**src/rtl/tile_rst_pkg.sv**
```systemverilog
// ----------------------------------------------------------------------------
// tile_rst_pkg
// Shared types and width helpers for the tile reset sequencer.
//   rst_seq_state_e : sequencer states (IDLE -> WAKE -> RELEASE -> RUN)
//   cnt_width()     : width of a down-counter that must hold 0..max_val
//   idx_width()     : width of an index over n channels (at least 1 bit)
// ----------------------------------------------------------------------------
package tile_rst_pkg;

  typedef enum logic [1:0] {
    IDLE    = 2'd0,
    WAKE    = 2'd1,
    RELEASE = 2'd2,
    RUN     = 2'd3
  } rst_seq_state_e;

  function automatic int cnt_width(input int max_val);
    return (max_val < 1) ? 1 : $clog2(max_val + 1);
  endfunction

  function automatic int idx_width(input int n);
    return (n > 1) ? $clog2(n) : 1;
  endfunction

endpackage

```
**src/rtl/rst_sync_async_assert.sv**
```systemverilog
// ----------------------------------------------------------------------------
// rst_sync_async_assert
// Reset synchroniser: asserts asynchronously with reset_l, deasserts
// SyncStages clk_i edges after reset_l rises.
//   clk_i      : clock
//   reset_l    : raw reset, asynchronous, active-low
//   rst_sync_n : synchronised reset, active-low
// ----------------------------------------------------------------------------
module rst_sync_async_assert #(
  parameter int SyncStages = 2
) (
  input  logic clk_i,
  input  logic reset_l,
  output logic rst_sync_n
);

  logic [SyncStages-1:0] sync_reg;

  // A constant 1 ripples through the chain once reset_l is released.
  always_ff @(posedge clk_i or negedge reset_l) begin
    if (!reset_l) begin
      sync_reg <= '0;
    end else begin
      sync_reg <= {sync_reg[SyncStages-2:0], 1'b1};
    end
  end

  assign rst_sync_n = sync_reg[SyncStages-1];

endmodule

```
**src/rtl/tile_reset_sequencer.sv**
```systemverilog
// ----------------------------------------------------------------------------
// tile_reset_sequencer
// Wake-up delay followed by a staggered release of NumChannels reset outputs,
// plus a per-channel soft-reset path with a minimum hold and release ack.
//   clk_i          : clock
//   reset_l        : tile reset, asynchronous, active-low
//   soft_rst_req_i : per-channel soft-reset request (level)
//   rst_no         : per-channel reset, active-low
//   soft_rst_ack_o : one-cycle pulse when a channel leaves a soft-reset hold
//   wake_done_o    : wake-up delay elapsed
//   all_released_o : sequence finished and every channel out of reset
// ----------------------------------------------------------------------------
module tile_reset_sequencer
  import tile_rst_pkg::*;
#(
  parameter int NumChannels    = 2,
  parameter int WakeCntWidth   = 16,
  parameter int SyncStages     = 2,
  parameter int StaggerCycles  = 4,
  parameter int SoftHoldCycles = 8
) (
  input  logic                   clk_i,
  input  logic                   reset_l,
  input  logic [NumChannels-1:0] soft_rst_req_i,
  output logic [NumChannels-1:0] rst_no,
  output logic [NumChannels-1:0] soft_rst_ack_o,
  output logic                   wake_done_o,
  output logic                   all_released_o
);

  localparam int StagWidth = cnt_width(StaggerCycles);
  localparam int HoldWidth = cnt_width(SoftHoldCycles);
  localparam int IdxWidth  = idx_width(NumChannels);

  // Counters are loaded with N-1 so the action lands exactly N edges after
  // the loading edge (the loading edge itself is cycle 0 of the wait).
  localparam logic [StagWidth-1:0] StagReload = StagWidth'(StaggerCycles - 1);
  localparam logic [HoldWidth-1:0] HoldReload = HoldWidth'(SoftHoldCycles - 1);
  localparam logic [IdxWidth-1:0]  LastIdx    = IdxWidth'(NumChannels - 1);

  logic rst_sync_n;

  rst_sync_async_assert #(
    .SyncStages(SyncStages)
  ) u_rst_sync (
    .clk_i     (clk_i),
    .reset_l   (reset_l),
    .rst_sync_n(rst_sync_n)
  );

  rst_seq_state_e        state_reg;
  logic [WakeCntWidth-1:0] wake_cnt_reg;
  logic [WakeCntWidth-1:0] wake_cnt_inc;
  logic [StagWidth-1:0]  stag_cnt_reg;
  logic [IdxWidth-1:0]   idx_reg;
  logic                  wake_done_reg;
  logic                  all_released_reg;

  logic                   seq_active;
  logic                   slot_open;
  logic                   seq_done_next;
  logic [NumChannels-1:0] rst_n_next;

  assign wake_cnt_inc  = wake_cnt_reg + 1'b1;
  assign seq_active    = (state_reg == RELEASE) || (state_reg == RUN);
  assign slot_open     = (state_reg == RELEASE) && (stag_cnt_reg == '0);
  assign seq_done_next = (state_reg == RUN) || (slot_open && (idx_reg == LastIdx));

  // Sequencer FSM. The IDLE cycle already counts toward the wake delay so
  // the delay is exactly SyncStages + 2^(WakeCntWidth-1) edges from reset_l.
  always_ff @(posedge clk_i or negedge rst_sync_n) begin
    if (!rst_sync_n) begin
      state_reg        <= IDLE;
      wake_cnt_reg     <= '0;
      stag_cnt_reg     <= '0;
      idx_reg          <= '0;
      wake_done_reg    <= 1'b0;
      all_released_reg <= 1'b0;
    end else begin
      all_released_reg <= seq_done_next & (&rst_n_next);
      case (state_reg)
        IDLE: begin
          state_reg    <= WAKE;
          wake_cnt_reg <= wake_cnt_inc;
        end
        WAKE: begin
          wake_cnt_reg <= wake_cnt_inc;
          if (wake_cnt_inc[WakeCntWidth-1]) begin
            wake_done_reg <= 1'b1;
            state_reg     <= RELEASE;
            idx_reg       <= '0;
            stag_cnt_reg  <= '0;
          end
        end
        RELEASE: begin
          if (stag_cnt_reg == '0) begin
            if (idx_reg == LastIdx) begin
              state_reg <= RUN;
            end else begin
              idx_reg      <= idx_reg + 1'b1;
              stag_cnt_reg <= StagReload;
            end
          end else begin
            stag_cnt_reg <= stag_cnt_reg - 1'b1;
          end
        end
        RUN: begin
          state_reg <= RUN;
        end
        default: begin
          state_reg <= IDLE;
        end
      endcase
    end
  end

  assign wake_done_o    = wake_done_reg;
  assign all_released_o = all_released_reg;

  // Per-channel release and soft-reset hold.
  for (genvar gi = 0; gi < NumChannels; gi++) begin : g_chan
    logic                 sched_reg, sched_next;
    logic                 hold_reg, hold_next;
    logic [HoldWidth-1:0] hold_cnt_reg, hold_cnt_next;
    logic                 chan_rst_n_reg, chan_rst_n_next;
    logic                 ack_reg, ack_next;
    logic                 my_slot;

    assign my_slot = slot_open && (idx_reg == IdxWidth'(gi));

    always_comb begin
      sched_next      = sched_reg;
      hold_next       = hold_reg;
      hold_cnt_next   = hold_cnt_reg;
      chan_rst_n_next = chan_rst_n_reg;
      ack_next        = 1'b0;
      if (seq_active) begin
        if (!sched_reg) begin
          // A request pending at the release slot turns the release into a
          // soft-reset hold; the stagger keeps moving regardless.
          if (my_slot) begin
            sched_next = 1'b1;
            if (soft_rst_req_i[gi]) begin
              hold_next     = 1'b1;
              hold_cnt_next = HoldReload;
            end else begin
              chan_rst_n_next = 1'b1;
            end
          end
        end else if (hold_reg) begin
          if (hold_cnt_reg == '0) begin
            if (!soft_rst_req_i[gi]) begin
              hold_next       = 1'b0;
              chan_rst_n_next = 1'b1;
              ack_next        = 1'b1;
            end
          end else begin
            hold_cnt_next = hold_cnt_reg - 1'b1;
          end
        end else if (soft_rst_req_i[gi]) begin
          hold_next       = 1'b1;
          hold_cnt_next   = HoldReload;
          chan_rst_n_next = 1'b0;
        end
      end
    end

    always_ff @(posedge clk_i or negedge rst_sync_n) begin
      if (!rst_sync_n) begin
        sched_reg      <= 1'b0;
        hold_reg       <= 1'b0;
        hold_cnt_reg   <= '0;
        chan_rst_n_reg <= 1'b0;
        ack_reg        <= 1'b0;
      end else begin
        sched_reg      <= sched_next;
        hold_reg       <= hold_next;
        hold_cnt_reg   <= hold_cnt_next;
        chan_rst_n_reg <= chan_rst_n_next;
        ack_reg        <= ack_next;
      end
    end

    assign rst_n_next[gi]     = chan_rst_n_next;
    assign rst_no[gi]         = chan_rst_n_reg;
    assign soft_rst_ack_o[gi] = ack_reg;
  end

endmodule

```
**config.mk**
```make
export PLATFORM = sky130hd
export DESIGN_NAME = tile_reset_sequencer
export DESIGN_NICKNAME = d
export VERILOG_FILES = /design/src/rtl/tile_rst_pkg.sv /design/src/rtl/rst_sync_async_assert.sv /design/src/rtl/tile_reset_sequencer.sv
export SDC_FILE = /design/constraint.sdc
export NUM_CORES = 1
export LEC_CHECK = 0
export ABC_AREA = 1
export BUFFER_PORTS_ARGS = -buffer_cell sky130_fd_sc_hd__buf_4
export CAP_MARGIN = 20
export CORE_MARGIN = 4
export CORE_UTILIZATION = 45
export DETAILED_ROUTE_END_ITERATION = 16
export HOLD_SLACK_MARGIN = 0.12
export MAX_ROUTING_LAYER = met4
export PLACE_DENSITY = 0.67
export SLEW_MARGIN = 20
export SYNTH_ARGS = -nofsm -noshare
export SYNTH_HDL_FRONTEND = slang
export SYNTH_SLANG_ARGS = --single-unit
```
**constraint.sdc**
```tcl
create_clock -name clk_i -period 1.96 [get_ports clk_i]
set_clock_uncertainty 0.15 [all_clocks]
set_input_delay 0.098 -clock clk_i [delete_from_list [all_inputs] [get_ports clk_i]]
set_output_delay 0.098 -clock clk_i [all_outputs]
set_load 0.05 [all_outputs]
```
==> summary.txt <==
Timing
  • Slew Limit Fails: 0
  • Tcrit/Tclk final: 0.927
  • Tmin final: 1.82 ns
  • Max frequency: 0.551 GHz
  • Worst Hold Slack: 0.152 ns
  • Final Hold Fails: 0
  • RSZ-0062 raised after global routing: no
  • TNS Setup: 0 ns
  • Final setup vio count: 0

Synth
  • Count leader, synth: nand2_1
  • Synthesized cell area: 2410 sq um
  • Mapped Nets: 319
  • Ys flop type: dfrtp_1
  • Synth Register Bits: 42
  • Post-Synthesis Cells: 302
  • Sequential area share after synthesis: 0.436
  • Post-synth top area share: 0.436
  • YS warnings: 0
  • Post-synth ARST share: 1.00
  • Mean Syn Cell Area: 7.98 sq um
  • Post-synth top cells: 80 x nand2_1, 42 x dfrtp_1, 38 x inv_1, 32 x nor2_1, 22 x o21ai_0
  • Synth top area cells: dfrtp_1 44%, nand2_1 12%, ha_1 6.8%, inv_1 5.9%, nor2_1 5.0%
  • Post-synth EDFFs: 0
  • Leading area contributor after synthesis: dfrtp_1
  • Library cells used by synthesis: 33

Global routing
  • Vias in the first global route: 1758
  • GR Overflow Total: 0
  • GR Layer Usage met2: 0.233
  • Largest net degree at the start of global routing: 41
  • Grt met1 use: 0.200
  • GRT busiest layer: met2
  • Routing usage on met3: 0.0310
  • Global-route wire length before repair: 7680 um
  • Gr usage total: 0.151
  • Initial antenna violation count: 0

Cells and area
  • Fill count: 517
  • Largest register FFs: 16
  • Nets@finish: 338
  • Layout area overhead: 12.3%
  • Area of the multi-input gates: 1160 sq um
  • Inserted Diodes: 0
  • Sequential cell area: 1050 sq um
  • Share of cells above drive strength 1: 0.115

Die
  • Rows: 26
  • Initial Util: 0.469
  • Die Width: 81.2 um
  • Die height: 81.2 um
  • Boundary pin count: 10
  • Die area: 6590 sq um
  • CORE AREA: 5140 sq um

Worst setup path
  • Delay-heaviest family, CP: simple AND/OR/NAND/NOR gates
  • Startpoint Class: flip-flop
  • CP Max Fanout: 6
  • Worst path most repeated cell: nor2_1
  • WP data required: 1.99 ns
  • Delay of the slowest critical-path stage: 0.41 ns
  • Critical path depth: 8
  • Worst-case reg-to-reg path depth: 8
  • Critical Path AT: 1.85 ns
  • Crit. End Element: flip-flop
  • Buf+Inv Stages, Crit Path: 2
  • Worst-path cell chain: inv_1, ha_1, nor2_4, clkinv_1, nand3b_1, nor2_1, nor2_1, nor2_1
  • Critical path class: flip-flop to flip-flop
  • Slowest library cell on the worst path: dfrtp_1

Placed design
  • DP HPWL: 3030 um
  • Number of I/O port buffers: 9
  • GPL Wtd Cong: 0.813

Detailed routing
  • Pre-antenna DRT Iters: 4
  • Initial DRC Count: 99
  • WL/cell: 10.7 um
  • Vias per cell: 4.69
  • Drt total wl: 4180 um
  • DRC viols: 0
  • Routed Antenna Nets: 0
  • Via Count: 1839

CTS
  • Clock buffer depth: 2
  • Latest clock arrival within the worst-skew pair: 0.29 ns
  • H-tree Lvls: 2
  • CTS sink cnt: 42
  • Clock buffer count from CTS: 5
  • CTS tree: built
  • Reg clk slew, reported paths: 0.08 ns
  • Root Buffer: clkbuf_8

Power
  • Pwr/cell area: 554 nW/um^2
  • Switch share: 0.221
  • Comb power frac: 0.028
  • Clock network power share: 0.389
  • Cell Int Power: 1.17 mW
  • VDD IR max: 0.387 mV
  • Sw power: 332 uW
  • Lkg Pwr: 1.37 nW
  • Sequential power share: 0.583

Job
  • Max_cap viols: 0

Outcome
  • Outcome: finished clean

Hold path
  • HP Class: flip-flop to asynchronous set/reset pin
==> power groups by stage <==
| stage | clock network, mW | registers [mW] | logic [mW] |
|---|---|---|---|
| floorplan | 0 | 0.900 | 0.0131 |
| global placement | 0 | 0.891 | 0.0375 |
| detailed placement | 0 | 0.891 | 0.0376 |
| CTS | 0.608 | 0.874 | 0.0438 |
| global route | 0.641 | 0.875 | 0.0499 |
| finish | 0.583 | 0.874 | 0.0423 |
==> worst reg2reg max path: cells and delay by family (launching register included) <==
| kind | cells | cell delay [ns] |
|---|---|---|
| simple gates | 5 | 0.61 |
| flops | 1 | 0.41 |
| buf+inv | 2 | 0.31 |
| fa+ha+maj | 1 | 0.23 |
==> per-stage QoR <==
stage               cells  cell area (sq um)  utilization  total power [mW]  setup slack (ns)
floorplan             302               2410            -             0.913             0.186
finish                392               2710        0.526              1.50             0.144
global route          392               2710        0.526              1.57            0.0131
global placement      379               2560        0.498             0.929             0.176
detailed placement    379               2560        0.498             0.929            0.0918
CTS                   391               2700        0.524              1.53            0.0840
==> final cells by class <==
type | count | area share
multi-input combinational | 212 | 0.429
inverter | 40 | 0.0555
clock inverter | 2 | 0.00463
clock buffer | 6 | 0.0305
sequential | 42 | 0.389
tap | 70 | 0.0324
timing repair buffer | 20 | 0.0592
==> what timing repair did <==
item	4_1_cts	5_1_grt
buffers inserted	0	1
endpoints found under the hold margin	10	0
resized for setup	0	1
hold buffers	4	0
setup endpoints to repair	0	9
==> cells in the final DEF, fill, tap and decap left out, types with 5 or more instances in the layout <==
| cell | count |
|---|---|
| buf_4 | 16 |
| clkbuf_8 | 6 |
| dfrtp_1 | 42 |
| ha_1 | 12 |
| inv_1 | 38 |
| nand2_1 | 80 |
| nand3_1 | 15 |
| nor2_1 | 32 |
| o21ai_0 | 22 |
| xnor2_1 | 5 |
| xor2_1 | 10 |
==> cell families after synthesis <==
group	synth area share
and+or+nand+nor	0.272
buffers and inverters	0.0826
DFF	0.436
AOI/OAI and AO/OA	0.0852
xor gates and xnor gates	0.0545
adders and majority gates	0.0675
other	0.00156
==> layer usage <==
layer | part of all wire | routed length [um]
met4 | 0.0091 | 38
met3 | 0.030 | 124
met2 | 0.45 | 1900
met5 | 0 | 0
met1 | 0.51 | 2120
==> path summary, 6_finish.rpt <==
kind                                        start                     end  slack, ns
max                                  state_reg[1]        wake_cnt_reg[12]       0.14
min                        u_rst_sync.sync_reg[1]         wake_cnt_reg[6]       0.15
max reg2reg                          state_reg[1]        wake_cnt_reg[12]       0.14
min reg2reg                u_rst_sync.sync_reg[1]         wake_cnt_reg[6]       0.15
max in group asynchronous                 reset_l  u_rst_sync.sync_reg[0]       1.03
min in group clk_i         u_rst_sync.sync_reg[0]  u_rst_sync.sync_reg[1]       0.21
(Power assumes the default switching activity.)
